## src/rtl/drp_lb_pkg.sv

```systemverilog
// Shared types and constants for the DRP local-bus master.
// Optional WAIT timeout is enabled by defining DRP_LB_MASTER_TIMEOUT_EN.
package drp_lb_pkg;

   typedef enum logic [1:0] {
      ST_IDLE  = 2'd0,
      ST_ISSUE = 2'd1,
      ST_WAIT  = 2'd2,
      ST_DONE  = 2'd3
   } drp_state_e;

   localparam int DRP_ADDR_W_DEF = 12;
   localparam int DRP_DATA_W_DEF = 16;
   localparam int DRP_DATA_W_MAX = 64;

   // Read data returned when a DRP access times out: 'width' low bits set.
   function automatic logic [DRP_DATA_W_MAX-1:0] tmo_rdata(input int width);
      logic [DRP_DATA_W_MAX-1:0] v;
      v = '0;
      for (int i = 0; i < DRP_DATA_W_MAX; i++) begin
         if (i < width) v[i] = 1'b1;
      end
      return v;
   endfunction

endpackage

```

## src/rtl/drp_req_slot.sv

```systemverilog
// Single-entry holding slot for a request that arrives while the master is busy.
// A simultaneous load and pop leaves the slot full with the newly loaded request.
module drp_req_slot
   import drp_lb_pkg::*;
#(
   parameter int C_ADDR_WIDTH = DRP_ADDR_W_DEF,
   parameter int C_DATA_WIDTH = DRP_DATA_W_DEF
) (
   input  logic                    clk_i,
   input  logic                    rst_i,
   input  logic                    load_i,
   input  logic                    pop_i,
   input  logic                    we_i,
   input  logic [C_ADDR_WIDTH-1:0] addr_i,
   input  logic [C_DATA_WIDTH-1:0] data_i,
   output logic                    full_o,
   output logic                    we_o,
   output logic [C_ADDR_WIDTH-1:0] addr_o,
   output logic [C_DATA_WIDTH-1:0] data_o
);

   logic                    valid_q;
   logic                    we_q;
   logic [C_ADDR_WIDTH-1:0] addr_q;
   logic [C_DATA_WIDTH-1:0] data_q;

   always_ff @(posedge clk_i or posedge rst_i) begin
      if (rst_i) begin
         valid_q <= 1'b0;
         we_q    <= 1'b0;
         addr_q  <= '0;
         data_q  <= '0;
      end else if (load_i) begin
         valid_q <= 1'b1;
         we_q    <= we_i;
         addr_q  <= addr_i;
         data_q  <= data_i;
      end else if (pop_i) begin
         valid_q <= 1'b0;
      end
   end

   assign full_o = valid_q;
   assign we_o   = we_q;
   assign addr_o = addr_q;
   assign data_o = data_q;

endmodule

```

## src/rtl/drp_lb_master.sv

```systemverilog
// Local-bus to DRP bridge: one DRP access at a time plus one pending request.
// Define DRP_LB_MASTER_TIMEOUT_EN to bound the wait for DRPRDY.
module drp_lb_master
   import drp_lb_pkg::*;
#(
   parameter int C_ADDR_WIDTH     = DRP_ADDR_W_DEF,
   parameter int C_DATA_WIDTH     = DRP_DATA_W_DEF,
   parameter int C_TIMEOUT_CYCLES = 1023
) (
   input  logic                    CLK_I,
   input  logic                    RST_I,
   input  logic [C_ADDR_WIDTH-1:0] S_LB_WADDR,
   input  logic [C_DATA_WIDTH-1:0] S_LB_WDATA,
   input  logic                    S_LB_WREQ,
   input  logic [C_ADDR_WIDTH-1:0] S_LB_RADDR,
   input  logic                    S_LB_RREQ,
   output logic [C_DATA_WIDTH-1:0] S_LB_RDATA,
   output logic                    S_LB_RFINISH,
   output logic                    S_LB_WFINISH,
   output logic                    S_LB_BUSY,
   output logic                    S_LB_ERR,
   output logic                    M_DRPEN,
   output logic                    M_DRPWE,
   output logic [C_ADDR_WIDTH-1:0] M_DRPADDR,
   output logic [C_DATA_WIDTH-1:0] M_DRPDI,
   input  logic                    M_DRPRDY,
   input  logic [C_DATA_WIDTH-1:0] M_DRPDO
);

   drp_state_e              state_q;
   logic                    drpen_q, drpwe_q, cur_we_q;
   logic                    rfin_q, wfin_q, err_q;
   logic [C_ADDR_WIDTH-1:0] addr_q;
   logic [C_DATA_WIDTH-1:0] di_q, rdata_q;

   logic                    slot_full, slot_we, slot_pop, slot_load;
   logic [C_ADDR_WIDTH-1:0] slot_addr;
   logic [C_DATA_WIDTH-1:0] slot_data;

   logic                    issue_go, issue_we, direct_w, direct_r, drop, space;
   logic [C_ADDR_WIDTH-1:0] issue_addr, store_addr;
   logic [C_DATA_WIDTH-1:0] issue_data, store_data;
   logic                    store_we;
   logic                    xfer_done, tmo_done;
   logic [C_DATA_WIDTH-1:0] done_rdata;

   // Pending slot has priority; a fresh request only issues directly from IDLE.
   always_comb begin
      slot_pop   = 1'b0;
      issue_go   = 1'b0;
      issue_we   = 1'b0;
      issue_addr = '0;
      issue_data = '0;
      direct_w   = 1'b0;
      direct_r   = 1'b0;
      slot_load  = 1'b0;
      store_we   = 1'b0;
      store_addr = '0;
      store_data = '0;
      drop       = 1'b0;
      if (state_q == ST_IDLE || state_q == ST_DONE) begin
         if (slot_full) begin
            slot_pop   = 1'b1;
            issue_go   = 1'b1;
            issue_we   = slot_we;
            issue_addr = slot_addr;
            issue_data = slot_data;
         end else if (state_q == ST_IDLE && S_LB_WREQ) begin
            issue_go   = 1'b1;
            issue_we   = 1'b1;
            issue_addr = S_LB_WADDR;
            issue_data = S_LB_WDATA;
            direct_w   = 1'b1;
         end else if (state_q == ST_IDLE && S_LB_RREQ) begin
            issue_go   = 1'b1;
            issue_addr = S_LB_RADDR;
            direct_r   = 1'b1;
         end
      end
      space = !slot_full || slot_pop;
      if (S_LB_WREQ && !direct_w) begin
         if (space) begin
            slot_load  = 1'b1;
            store_we   = 1'b1;
            store_addr = S_LB_WADDR;
            store_data = S_LB_WDATA;
         end else begin
            drop = 1'b1;
         end
      end
      if (S_LB_RREQ && !direct_r) begin
         if (space && !slot_load) begin
            slot_load  = 1'b1;
            store_addr = S_LB_RADDR;
         end else begin
            drop = 1'b1;
         end
      end
   end

   drp_req_slot #(
      .C_ADDR_WIDTH(C_ADDR_WIDTH),
      .C_DATA_WIDTH(C_DATA_WIDTH)
   ) u_slot (
      .clk_i (CLK_I),
      .rst_i (RST_I),
      .load_i(slot_load),
      .pop_i (slot_pop),
      .we_i  (store_we),
      .addr_i(store_addr),
      .data_i(store_data),
      .full_o(slot_full),
      .we_o  (slot_we),
      .addr_o(slot_addr),
      .data_o(slot_data)
   );

   assign xfer_done = (state_q == ST_ISSUE || state_q == ST_WAIT) && M_DRPRDY;

`ifdef DRP_LB_MASTER_TIMEOUT_EN
   localparam int                    CNT_W     = $clog2(C_TIMEOUT_CYCLES + 1);
   localparam logic [C_DATA_WIDTH-1:0] TMO_RDATA = C_DATA_WIDTH'(tmo_rdata(C_DATA_WIDTH));
   logic [CNT_W-1:0] cnt_q;

   always_ff @(posedge CLK_I or posedge RST_I) begin
      if (RST_I)                    cnt_q <= '0;
      else if (state_q == ST_ISSUE) cnt_q <= '0;
      else if (state_q == ST_WAIT)  cnt_q <= cnt_q + 1'b1;
   end

   assign tmo_done   = (state_q == ST_WAIT) && !M_DRPRDY &&
                       (cnt_q == CNT_W'(C_TIMEOUT_CYCLES - 1));
   assign done_rdata = tmo_done ? TMO_RDATA : M_DRPDO;
`else
   assign tmo_done   = 1'b0;
   assign done_rdata = M_DRPDO;
`endif

   always_ff @(posedge CLK_I or posedge RST_I) begin
      if (RST_I) begin
         state_q  <= ST_IDLE;
         drpen_q  <= 1'b0;
         drpwe_q  <= 1'b0;
         cur_we_q <= 1'b0;
         rfin_q   <= 1'b0;
         wfin_q   <= 1'b0;
         err_q    <= 1'b0;
         addr_q   <= '0;
         di_q     <= '0;
         rdata_q  <= '0;
      end else begin
         drpen_q <= 1'b0;
         drpwe_q <= 1'b0;
         rfin_q  <= 1'b0;
         wfin_q  <= 1'b0;
         err_q   <= drop | tmo_done;
         unique case (state_q)
            ST_IDLE, ST_DONE: begin
               if (issue_go) begin
                  state_q  <= ST_ISSUE;
                  drpen_q  <= 1'b1;
                  drpwe_q  <= issue_we;
                  cur_we_q <= issue_we;
                  addr_q   <= issue_addr;
                  di_q     <= issue_data;
               end else begin
                  state_q <= ST_IDLE;
               end
            end
            ST_ISSUE, ST_WAIT: begin
               if (xfer_done || tmo_done) begin
                  state_q <= ST_DONE;
                  if (cur_we_q) begin
                     wfin_q <= 1'b1;
                  end else begin
                     rfin_q  <= 1'b1;
                     rdata_q <= done_rdata;
                  end
               end else begin
                  state_q <= ST_WAIT;
               end
            end
            default: state_q <= ST_IDLE;
         endcase
      end
   end

   assign M_DRPEN      = drpen_q;
   assign M_DRPWE      = drpwe_q;
   assign M_DRPADDR    = addr_q;
   assign M_DRPDI      = di_q;
   assign S_LB_RDATA   = rdata_q;
   assign S_LB_RFINISH = rfin_q;
   assign S_LB_WFINISH = wfin_q;
   assign S_LB_ERR     = err_q;
   assign S_LB_BUSY    = (state_q != ST_IDLE) | slot_full;

endmodule

```

## config.mk

```make
export PLATFORM = sky130hd
export DESIGN_NAME = drp_lb_master
export DESIGN_NICKNAME = d
export VERILOG_FILES = /design/src/rtl/drp_lb_pkg.sv /design/src/rtl/drp_req_slot.sv /design/src/rtl/drp_lb_master.sv
export SDC_FILE = /design/constraint.sdc
export NUM_CORES = 1
export LEC_CHECK = 0
export ABC_CLOCK_PERIOD_IN_PS = 2500
export BUFFER_PORTS_ARGS = -buffer_cell sky130_fd_sc_hd__buf_2
export CAP_MARGIN = 25
export CORE_MARGIN = 4
export CORE_UTILIZATION = 45
export CTS_BUF_LIST = sky130_fd_sc_hd__clkbuf_8
export DETAILED_ROUTE_END_ITERATION = 8
export HOLD_SLACK_MARGIN = 0.02
export PLACE_DENSITY = 0.71
export SYNTH_ARGS = -nofsm -noshare
export SYNTH_HDL_FRONTEND = slang
export SYNTH_SLANG_ARGS = --single-unit
```

## constraint.sdc

```tcl
create_clock -name CLK_I -period 2.5 [get_ports CLK_I]
set_input_delay 0.375 -clock CLK_I [delete_from_list [all_inputs] [get_ports CLK_I]]
set_output_delay 0.375 -clock CLK_I [all_outputs]
set_load 0.005 [all_outputs]
```

# --- Word-level counts from Yosys, hierarchy flattened ---
# Index checks and enable logic that the tools add are counted.
word_totals:
  elab_cells: 89
  out_inout_bits: 50
  register_bits: 82
  in_bits: 61
op_classes:
  n_reduce_logical: 20
  mux: 50
  bitwise_logic: 2
  n_eq_ne: 3
ops:
  columns: ["operator", "count"]
  rows:
  - ["12-bit 2-to-1 mux", 8]
  - ["16-bit 2-to-1 mux", 5]
  - ["1-bit 2-to-1 mux", 36]
  - ["1-bit logical AND", 6]
  - ["2-bit == test (second input constant)", 2]
  - ["1-bit zero test", 4]
  - ["2-bit one-hot mux with 2 select lines", 1]
  - ["2-bit nonzero test", 2]
  - ["2-bit OR reduction", 2]
  - ["1-bit logical OR", 3]
  - ["3-bit AND reduction", 1]
  - ["2-bit by 1-bit == test with 1-bit output (second input constant)", 1]
  - ["2-bit zero test", 1]
  - ["2-bit AND reduction", 1]
  - ["1-bit NOT", 1]
  - ["1-bit bitwise OR", 1]

# --- Logic depth before layout (Yosys ltp) ---
# Gate-level depths: netlist of run 1.
logic_depth:
  depth_word: 13
  depth_mapped: 9
  depth_no_buf: 6

# --- Hierarchy ---
# Synthesis of run 1 repeated with hierarchy kept, for this count alone.
hier_totals:
  hier_cells: 335
  hier_area_um2: 4167.7
modules_own_cells:
  columns: ["mod", "cells_per_inst", "area_per_inst_um2", "seq_area_each_um2", "instances"]
  rows:
  - ["drp_lb_master", 270, 2932.8, 1301.2, 1]
  - ["drp_req_slot", 65, 1234.9, 750.7, 1]

# --- Worst setup path before layout of run 1 ---
# No wires, ideal clock.
synth_path:
  kind: "flip-flop to flip-flop"
  from: "reg state_q[0]"
  to: "reg u_slot.addr_q[0] (netlist: u_slot.addr_o[0])"
  required_time_ns: 2.376
  arrival_ns: 1.638
  setup_ns: 0.124
  synth_period_minus_slack_ns: 1.762
  path_buffers: 2
  path_slack_ns: 0.738
  stages_incl_launch_ff: 9
  path_cell_list: "dfrtp_1 inv_1 ha_1 nand2b_1 o211a_1 buf_6 buf_4 a32oi_1 a21oi_1"
synth_between:
  elab_chain_cells: 12
  word_cells_on_any_way: 28
  classes_between: "eq/ne (1); mux (16); reduce/logical (11)"
synth_rtl:
  columns: ["item", "line", "text"]
  rows:
  - ["start, declared", "drp_lb_master.sv:30", "drp_state_e state_q;"]
  - ["start signal, assigned", "drp_lb_master.sv:141", "state_q <= ST_IDLE;"]
  - ["start signal, assigned", "drp_lb_master.sv:160", "state_q <= ST_ISSUE;"]
  - ["start signal, assigned", "drp_lb_master.sv:167", "state_q <= ST_IDLE;"]
  - ["2-bit zero test", "drp_lb_master.sv:61, drp_lb_master.sv:68, drp_lb_master.sv:74", null]
  - ["1-bit logical AND", "drp_lb_master.sv:68", "end else if (state_q == ST_IDLE && S_LB_WREQ) begin"]
  - ["1-bit 2-to-1 mux", "drp_lb_master.sv:68", null]
  - ["1-bit 2-to-1 mux", "drp_lb_master.sv:62", "if (slot_full) begin"]
  - ["1-bit 2-to-1 mux", "drp_lb_master.sv:61", "if (state_q == ST_IDLE || state_q == ST_DONE) begin"]
  - ["1-bit zero test", "drp_lb_master.sv:81", "if (S_LB_WREQ && !direct_w) begin"]
  - ["1-bit logical AND", "drp_lb_master.sv:81", null]
  - ["1-bit 2-to-1 mux", "drp_lb_master.sv:81", null]
  - ["1-bit zero test", "drp_lb_master.sv:92", "if (space && !slot_load) begin"]
  - ["1-bit logical AND", "drp_lb_master.sv:92", null]
  - ["12-bit 2-to-1 mux or 1-bit 2-to-1 mux (tied branches)", "drp_lb_master.sv:92", null]
  - ["12-bit 2-to-1 mux or 1-bit 2-to-1 mux (tied branches)", "drp_lb_master.sv:91", "if (S_LB_RREQ && !direct_r) begin"]
  - ["end signal, assigned", "drp_req_slot.sv:36", "addr_q <= addr_i;"]
  - ["end, declared", "drp_req_slot.sv:24", "logic [C_ADDR_WIDTH-1:0] addr_q;"]
# Parallel ways exist; a longest one is shown, timed or not.
# A chain may end at the register's enable or synchronous reset.

# --- Worst setup path in the final report of run 1 ---
layout_path:
  from: "reg state_q[0]"
  to: "reg u_slot.addr_q[3] (netlist: u_slot.addr_o[3])"
# Same word-level chain as after synthesis.

==> results of run 1 <==
-- routing by layer --
| metal | wire (um) | track usage [%] | vias to the layer above |
|---|---|---|---|
| li1 | - | - | 1420 |
| met1 | 4110 | 26.2 | 1366 |
| met2 | 3710 | 25.5 | 97 |
| met3 | 578 | 4.46 | 10 |
| met4 | 108 | 5.67 | 0 |
| met5 | 0 | 0 | - |
-- through the flow --
step	std cells	setup slack, ns
global placement	528	0.378
finish	544	0.242
detailed placement	528	0.288
CTS	544	0.248
global route	544	0.0955
floorplan	338	0.0166
-- power groups by stage --
| stage | Clock, W | Sequential (W) | Combinational [W] |
|---|---|---|---|
| floorplan | 0 | 0.00238 | 0.00227 |
| global placement | 0 | 0.00237 | 0.00310 |
| detailed placement | 0 | 0.00239 | 0.00318 |
| CTS | 0.000909 | 0.00236 | 0.00321 |
| global route | 0.000954 | 0.00245 | 0.00354 |
| finish | 0.000879 | 0.00236 | 0.00317 |
-- worst paths after layout --
kind / from / to / slack (ns) / cells past startpoint
max: state_q[0] / u_slot.addr_o[3] / 0.24 / 7
min: RST_I / M_DRPDI[8] / 0.02 / 2
max reg2reg: state_q[0] / u_slot.addr_o[3] / 0.24 / 7
min reg2reg: S_LB_RDATA[6] / S_LB_RDATA[6] / 0.51 / 1
max in group asynchronous: RST_I / u_slot.addr_o[2] / 1.83 / 3
min in group CLK_I: M_DRPDO[11] / S_LB_RDATA[11] / 0.24 / 2
-- final cells by class --
| cell class | instances | area (um2) | share of cell area, % |
|---|---|---|---|
| clock inverters | 7 | 52.6 | 1.18 |
| flip-flops and latches | 82 | 2050 | 46.1 |
| inverters | 6 | 23.8 | 0.534 |
| clock buffers | 9 | 124 | 2.78 |
| repair buffers | 118 | 661 | 14.8 |
| well taps | 102 | 128 | 2.87 |
| multi-input cells | 220 | 1410 | 31.7 |
-- flip-flops by register name (all words and copies together) (netlist names) --
register	cells
u_slot.addr_o	12
u_slot.full_o	1
M_DRPEN	1
M_DRPADDR	12
S_LB_ERR	1
u_slot.we_o	1
M_DRPDI	16
u_slot.data_o	16
S_LB_WFINISH	1
M_DRPWE	1
cur_we_q	1
S_LB_RFINISH	1
state_q	2
S_LB_RDATA	16
-- layout by cell type (no fill, tap or decap), types with 2 or more instances in the layout --
cell type and count:
a21oi_1 42, clkinvlp_4 3, dfrtp_1 82, clkbuf_8 9, mux2_2 16, buf_2 110
nand2b_1 2, buf_12 4, a32oi_1 12, and2_1 2, nand2_1 26, nor2b_1 2
o21ai_0 14, a22oi_1 28, a22o_1 16, inv_1 6, buf_4 4, nor2_1 42
inv_6 3
-- cells in the mapped netlist --
| library cell | instances | area [um2] |
|---|---|---|
| a2bb2oi_1 | 1 | 8.76 |
| buf_6 | 9 | 101 |
| nand2_1 | 26 | 97.6 |
| o31ai_1 | 1 | 7.51 |
| nor2_1 | 42 | 158 |
| a32o_1 | 1 | 10.0 |
| and3_1 | 1 | 6.26 |
| nand2b_1 | 2 | 12.5 |
| or2_1 | 1 | 6.26 |
| o211a_1 | 1 | 10.0 |
| clkbuf_1 | 7 | 26.3 |
| o21ai_0 | 14 | 70.1 |
| buf_2 | 11 | 55.1 |
| mux2_4 | 1 | 15.0 |
| buf_4 | 3 | 22.5 |
| and4bb_1 | 1 | 12.5 |
| a221o_1 | 1 | 10.0 |
| a22oi_1 | 28 | 210 |
| a21o_2 | 1 | 8.76 |
| o311a_4 | 1 | 21.3 |
| a32oi_1 | 12 | 105 |
| mux2_2 | 16 | 180 |
| a22o_1 | 16 | 140 |
| or2_2 | 1 | 6.26 |
| and3_2 | 1 | 7.51 |
| and2_1 | 2 | 12.5 |
| nor2b_1 | 2 | 12.5 |
| dfrtp_1 | 82 | 2050 |
| inv_1 | 6 | 22.5 |
| o311ai_4 | 1 | 26.3 |
| nor3b_1 | 1 | 7.51 |
| a21oi_1 | 42 | 210 |
| ha_1 | 1 | 12.5 |
| a21oi_2 | 1 | 8.76 |
| a211o_1 | 1 | 8.76 |
-- cell families after synthesis --
logic type,share of synthesized area (%)
AO/OA/AOI/OAI,23.2
adder cells (fa/ha/maj),0.340
buffers and inverters,6.18
flip-flops,55.7
multiplexers,5.30
AND/OR/NAND/NOR,9.21
-- worst max-delay path, stage by stage (launching register included) --
cell      delay [ns]
dfrtp_1         0.33
inv_1           0.05
ha_1            0.52
nand2b_1        0.37
o211a_1         0.45
buf_12          0.21
a32oi_1         0.06
a21oi_1         0.19
==> results by group, run 1 <==
Logic synthesis
  – Cell variety after synth: 35
  – Warnings from Yosys: 0
  – Synth Cell Area: between 0.003 and 0.004 mm2
  – Syn Area/Cell: 10.9 um2
  – Synth Instances: between 300 and 400
  – Sequential element share of the synthesized area: 55.7%
  – Synth Register Bits: around 80
  – Net Count, Synth: 400

Clock tree
  – Clk Latency, worst-skew pair: 0.36 ns
  – H-Tree Depth: 3
  – Clock buffer depth: 2
  – CTS Hold Buffers Added: 0
  – Clock transition at path regs: roughly 0.09 ns
  – Root buf cell: clkbuf_8
  – CTS tree: yes
  – CTS Buf Count: 9
  – CTS sink count: between 80 and 90
  – CTS resizes: 0
  – Post-CTS setup buffers: 0

Timing
  – Fin crit period: roughly 2.3 ns
  – Worst Skew: roughly 0.013 ns
  – TNS Setup: 0 ns
  – Maximum clock rate: 443 MHz
  – Final setup fails: 0
  – WHS: 0.0183 ns
  – Worst rel slew slack: 52.1%
  – Final period util: 90.3%
  – Slew @ Worst Pin: 0.719 ns
  – Pins Over Slew Limit: 0
  – RSZ-0062 raised after global routing: no
  – Final Hold Viols: 0

Worst setup path
  – CP Max Fanout: 18
  – Setup CP Type: reg2reg
  – Crit path DAT: 2.54 ns
  – CP Capture Type: register
  – Worst setup SP type: register
  – Worst Path Required: 2.78 ns

Place
  – PortBufs: 110
  – Dpl cell area: ~0.0043 mm2
  – DP HPWL: ~6000 um
  – Final Wtd Congestion: approximately 0.85

Status
  – Status: complete, no violations

Floorplanning
  – Ports: ~110
  – Die footprint: 0.00969 mm2
  – Core area: about 0.008 mm2
  – Chip width: between 90 and 100 um
  – Initial core utilization: between 40% and 50%
  – Die Ht: between 90 and 100 um
  – FP Rows: 32

Global route
  – Vias in the first global route: 2787
  – First-pass GRT wire length: roughly 14000 um
  – Antenna violations before repair: 0
  – Pin count of the biggest net entering global routing: 54
  – Total GRT Usage: between 15 and 20%
  – Total grt overflow: 0

Layout
  – Area Overhead vs Synth: 20.9%
  – Post-route cell area: roughly 0.0045 mm2
  – Final Core Density: between 50 and 60%
  – # fillers: between 700 and 800
  – Nets: roughly 500
  – # diodes: 0
  – Layout cells sized above 1: a little over a third

Pwr
  – Total power: approximately 0.0064 W
  – Switching part of the total: just under 40%
  – Sequential share of power: roughly 37%
  – Net Switching: ~0.0025 W
  – Clk pwr share: a little over an eighth
  – Leakage power total: between 2 and 2.5 nW
  – Worst VDD drop: roughly 0.56 mV
  – PwrDens: 1440 mW/mm2
  – Int Pwr: around 0.0039 W
  – Logic pwr share: between 40% and 50%

Route
  – DR pass1 iterations: 4
  – DRC violation count after routing: 0
  – Iter 0 DRT Violations: around 130
  – Vias/cell: roughly 5.3
  – Post-DRT Antenna Nets: 0
  – Routed len/inst: between 15 and 20 um
  – Routed WL: ~8500 um
  – Via count: 2893

Min path
  – Tightest Hold Check Type: in2async

Run
  – Max-Cap Viols: 0
Note: power is estimated with default switching activity, not from simulation.
==> run 2, diff against run 1 <==
--- a/config.mk
+++ b/config.mk
@@ -8,6 +8,7 @@
 export ABC_CLOCK_PERIOD_IN_PS = 2500
 export BUFFER_PORTS_ARGS = -buffer_cell sky130_fd_sc_hd__buf_2
 export CAP_MARGIN = 25
+export CORE_ASPECT_RATIO = 0.8
 export CORE_MARGIN = 4
 export CORE_UTILIZATION = 45
 export CTS_BUF_LIST = sky130_fd_sc_hd__clkbuf_8
==> results by group, run 2 (synthesis gave the netlist of run 1 again) <==
Timing
  – Fin crit period: 2.03 ns
  – RSZ-0062 raised after global routing: no
  – Final period util: about 81%
  – Worst Skew: between 0.008 and 0.009 ns
  – Maximum clock rate: about 490 MHz
  – Pins Over Slew Limit: 0
  – Worst rel slew slack: approximately 46%
  – Slew @ Worst Pin: ~0.81 ns
  – TNS Setup: 0 ns
  – Final setup fails: 0
  – Final Hold Viols: 0
  – WHS: between 0.1 and 0.15 ns

Global route
  – Total grt overflow: 0
  – Vias in the first global route: about 2800
  – M2 GR Usage: between 20% and 30%
  – M3 GR Usage: under 10%
  – Total GRT Usage: between 10% and 20%
  – Antenna violations before repair: 0
  – Gr busiest metal: met2
  – Pin count of the biggest net entering global routing: 47
  – Met1 Use GR: 25.3%
  – First-pass GRT wire length: approximately 14000 um

Clock tree
  – CTS tree: yes
  – Clock transition at path regs: ~0.090 ns
  – CTS sink count: 82
  – CTS Buf Count: 9
  – Clock buffer depth: 2
  – Post-CTS setup buffers: 0
  – Clk Latency, worst-skew pair: around 0.36 ns
  – H-Tree Depth: 3
  – Root buf cell: clkbuf_8
  – CTS Hold Buffers Added: 0
  – CTS resizes: 0

Route
  – Routed WL: 8800 um
  – Via count: 2969
  – Vias/cell: roughly 5.4
  – Post-DRT Antenna Nets: 0
  – DR pass1 iterations: 4
  – DRC violation count after routing: 0
  – Routed len/inst: roughly 16 um
  – Iter 0 DRT Violations: 153

Layout
  – Nets: 501
  – Final Core Density: a little under three fifths
  – Area Overhead vs Synth: 21.1%
  – Most common cell after layout, fill and taps aside: buf_2
  – Layout cells sized above 1: ~36%
  – # diodes: 0
  – Commonest non-fill, non-tap cells in the layout: buf_2, dfrtp_1, nor2_1, a21oi_1, a22oi_1

Pwr
  – PwrDens: roughly 1400 mW/mm2
  – Sequential share of power: 37.0%
  – Int Pwr: 0.00389 W
  – Leakage power total: 2.11 nW
  – Clk pwr share: about 15%
  – Switching part of the total: 39.2%
  – Total power: 0.00640 W
  – Net Switching: between 0.002 and 0.003 W
  – Worst VDD drop: 0.643 mV
  – Logic pwr share: a little under half

Floorplanning
  – Ports: 111
  – Chip width: ~110 um
  – Initial core utilization: around 46%
  – FP Rows: 29
  – Die Ht: 88.9 um
  – Die footprint: around 0.0097 mm2
  – Core area: 0.00795 mm2

Worst setup path
  – Worst Path Required: 2.74 ns
  – Setup CP Type: reg2reg
  – Delay-heaviest family, CP: simple AND/OR/NAND/NOR gates
  – Worst setup SP type: register
  – CP Capture Type: register
  – Cell Chain, Critical Path: inv_1 > ha_1 > buf_4 > nand2_1 > or2_1 > mux2_2
  – Slowest stage delay, CP: approximately 0.56 ns
  – Crit path DAT: roughly 2.3 ns
  – Worst Path Buf+Inv: 2
  – Slowest-stage cell, CP: or2_1
  – CP Max Fanout: 17

Status
  – Status: complete, no violations

Place
  – PortBufs: 110
  – Final Wtd Congestion: between 0.8 and 0.9
  – DP HPWL: 6070 um

Run
  – Max-Cap Viols: 0

Min path
  – Tightest Hold Check Type: in2async
[run 2: power groups by stage]
stage | clock [W] | combinational (W) | sequential (W)
finish | 0.000962 | 0.00306 | 0.00237
global route | 0.00106 | 0.00350 | 0.00245
CTS | 0.000998 | 0.00309 | 0.00237
detailed placement | 0 | 0.00308 | 0.00239
global placement | 0 | 0.00299 | 0.00238
floorplan | 0 | 0.00227 | 0.00238
[run 2: final timing paths]
kind / from / end / slack [ns] / cells past startpoint
max in group asynchronous: RST_I / u_slot.addr_o[4] / 1.69 / 3
setup / recovery: state_q[0] / S_LB_RDATA[10] / 0.47 / 6
hold / removal: RST_I / S_LB_RDATA[1] / 0.13 / 2
min in group CLK_I: M_DRPDO[4] / S_LB_RDATA[4] / 0.25 / 2
hold reg to reg: S_LB_RDATA[9] / S_LB_RDATA[9] / 0.50 / 1
setup reg to reg: state_q[0] / S_LB_RDATA[10] / 0.47 / 6
[run 2: per-layer routing]
layer | vias to the layer above | routed length (um)
met5 | - | 0
met1 | 1437 | 4050
met4 | 0 | 63
met2 | 105 | 3930
li1 | 1420 | -
met3 | 7 | 766
[run 2: worst reg2reg max path: cells and delay by family, from the launching register on]
| family | cells | cell delay (ns) |
|---|---|---|
| mux | 1 | 0.42 |
| simple gates | 2 | 0.64 |
| flops | 1 | 0.34 |
| buf+inv | 2 | 0.22 |
| fa+ha+maj | 1 | 0.29 |
[run 2: layout make-up]
cell class                      count  area [um2]
Clock inverter                      7        76.3
Tap cell                          108         135
Clock buffer                        9         124
Timing Repair Buffer              120         638
Inverter                            6        23.8
Fill cell                         716        3490
Multi-Input combinational cell    220        1410
Sequential cell                    82        2050
[run 2: stage by stage]
stage               setup slack, ns  area [um2]  cells
finish                        0.465        4460    552
global route                  0.330        4460    552
CTS                           0.469        4460    552
detailed placement            0.480        4260    536
global placement              0.528        4260    536
floorplan                    0.0166        3680    338
==> run 3, diff against run 2 <==
--- a/config.mk
+++ b/config.mk
@@ -5,7 +5,7 @@
 export SDC_FILE = /design/constraint.sdc
 export NUM_CORES = 1
 export LEC_CHECK = 0
-export ABC_CLOCK_PERIOD_IN_PS = 2500
+export ABC_CLOCK_PERIOD_IN_PS = 2050
 export BUFFER_PORTS_ARGS = -buffer_cell sky130_fd_sc_hd__buf_2
 export CAP_MARGIN = 25
 export CORE_ASPECT_RATIO = 0.8
@@ -14,7 +14,7 @@
 export CTS_BUF_LIST = sky130_fd_sc_hd__clkbuf_8
 export DETAILED_ROUTE_END_ITERATION = 8
 export HOLD_SLACK_MARGIN = 0.02
-export PLACE_DENSITY = 0.71
+export PLACE_DENSITY = 0.68
 export SYNTH_ARGS = -nofsm -noshare
 export SYNTH_HDL_FRONTEND = slang
 export SYNTH_SLANG_ARGS = --single-unit
==> constraint.sdc (replaced) <==
create_clock -name CLK_I -period 2.05 [get_ports CLK_I]
set_input_delay 0.3075 -clock CLK_I [delete_from_list [all_inputs] [get_ports CLK_I]]
set_output_delay 0.3075 -clock CLK_I [all_outputs]
set_load 0.005 [all_outputs]
==> results by group, run 3 (synthesis gave the netlist of run 1 again) <==
Worst setup path
  – Reg2reg start: state_q[1]
  – Slowest stage delay, CP: approximately 0.42 ns
  – Cell Chain, Critical Path: inv_1 > ha_1 > and4bb_1 > a211o_1 > a32oi_1 > a21oi_1
  – Slowest-stage cell, CP: ha_1
  – Crit path DAT: 2.20 ns
  – Worst Path Required: approximately 2.3 ns
  – Setup CP Type: reg2reg
  – CP Capture Type: register
  – CP Max Fanout: 12
  – Worst setup SP type: register
  – Worst setup path start: state_q[1]

Pwr
  – PwrDens: approximately 1800 mW/mm2
  – Total power: about 0.008 W
  – Logic pwr share: roughly 47%
  – Int Pwr: 0.00505 W
  – Worst VDD drop: a little over 0.7 mV
  – Net Switching: 0.00312 W
  – Sequential share of power: 35.2%
  – Switching part of the total: between 30% and 40%
  – Clk pwr share: 17.7%
  – Leakage power total: 2.16 nW

Route
  – Routed len/inst: approximately 16 um
  – Post-DRT Antenna Nets: 0
  – Iter 0 DRT Violations: roughly 180
  – Vias/cell: 5.32
  – DR pass1 iterations: 5
  – Via count: approximately 3000
  – DRC violation count after routing: 0
  – Routed WL: approximately 9000 um

Layout
  – # diodes: 0
  – Final Core Density: between 50% and 60%
  – Multi-input combinational cell area: around 0.0014 mm2
  – Register Area: about 0.0021 mm2
  – Commonest non-fill, non-tap cells in the layout: buf_2, dfrtp_1, nor2_1, a21oi_1, a22oi_1
  – Post-route cell area: around 0.0045 mm2
  – Nets: between 500 and 600
  – Layout cells sized above 1: between 30% and 40%
  – # fillers: roughly 700
  – Most common cell after layout, fill and taps aside: buf_2
  – Area Overhead vs Synth: 23.5%

Timing
  – Worst rel slew slack: 70.7%
  – Worst Skew: ~0.0097 ns
  – Final period util: a little over nine tenths
  – Maximum clock rate: about 510 MHz
  – Final Hold Viols: 0
  – Final setup fails: 0
  – Fin crit period: between 1.5 and 2 ns
  – Slew @ Worst Pin: 0.439 ns
  – TNS Setup: 0 ns
  – RSZ-0062 raised after global routing: no
  – Pins Over Slew Limit: 0

Clock tree
  – CTS Buf Count: 9
  – CTS tree: yes
  – Root buf cell: clkbuf_8
  – Clock buffer depth: 2
  – Clock transition at path regs: 0.09 ns
  – Clk Latency, worst-skew pair: 0.36 ns
  – CTS Hold Buffers Added: 0
  – H-Tree Depth: 3
  – CTS sink count: between 80 and 90

Min path
  – Tightest Hold Check Type: in2async

Floorplanning
  – Die Ht: 88.9 um
  – Die footprint: slightly below 0.01 mm2
  – Initial core utilization: between 40% and 50%
  – Ports: roughly 110
  – Core area: about 0.008 mm2
  – FP Rows: 29
  – Chip width: between 100 and 150 um

Global route
  – Antenna violations before repair: 0
  – Total grt overflow: 0
  – First-pass GRT wire length: roughly 14000 um
  – Total GRT Usage: approximately a fifth
  – Pin count of the biggest net entering global routing: 83
  – Vias in the first global route: around 2900

Place
  – PortBufs: 110
  – DP HPWL: between 6000 and 7000 um
  – Final Wtd Congestion: between 0.8 and 0.9
  – Dpl cell area: approximately 0.0043 mm2

Status
  – Status: complete, no violations

Run
  – Max-Cap Viols: 0
[run 3: cell types whose count changed in the layout (fill, tap and decap cells not counted)]
cell and delta:
bufinv_16 +2, clkinv_2 -2, inv_6 +1, or2_1 -1
clkinv_4 -1, buf_4 +5, or2_2 +1
[run 3: final timing paths]
kind,end,slack (ns),depth (start not counted)
worst max register to register,u_slot.addr_o[1],0.08,6
worst min-delay path,state_q[1],0.05,3
max in group asynchronous,u_slot.addr_o[7],1.64,3
min in group CLK_I,S_LB_RDATA[2],0.18,2
worst min register to register,S_LB_RDATA[3],0.51,1
worst max-delay path,u_slot.addr_o[1],0.08,6
[run 3: through the flow]
step	setup WS, ns	instances	hold WS [ns]
6_report	0.0835	557	0.0543
5_1_grt	0.00226	557	0.0962
4_1_cts	0.0515	557	0.0764
3_5_place_dp	0.0554	541	0.474
3_3_place_gp	0.116	541	0.465
2_1_floorplan	0.288	338	0.440
[run 3: what timing repair did]
item,4_1_cts,5_1_grt
buffers inserted,0,0
setup endpoints to repair,0,15
resized for setup,0,1
[run 3: final cells by class]
cell class	count	share of cell area, %
Clock buffer	9	2.72
Clock inverter	7	2.72
Inverter	6	0.578
Multi-Input combinational cell	220	31.0
Sequential cell	82	45.1
Tap cell	108	2.97
Timing Repair Buffer	125	14.9
[run 3: layer usage]
layer | track usage (%) | routed length, um | vias to the layer above
met4 | 6.19 | 109 | 0
met2 | 30.6 | 4120 | 100
met1 | 25.9 | 4110 | 1422
met3 | 4.91 | 660 | 10
li1 | - | - | 1431
met5 | 0 | 0 | -
[run 3: power by group through the flow]
stage | clock network, W | logic, W | registers (W)
global route | 0.00155 | 0.00435 | 0.00297
global placement | 0 | 0.00375 | 0.00288
detailed placement | 0 | 0.00389 | 0.00290
finish | 0.00144 | 0.00385 | 0.00287
floorplan | 0 | 0.00277 | 0.00290
CTS | 0.00148 | 0.00389 | 0.00288
[run 3: critical path: cells and delay by family (launching register included)]
family          cells  cell delay (ns)
buf+inv             1             0.04
compound gates      3             0.80
flops               1             0.34
simple gates        1             0.24
fa+ha+maj           1             0.42
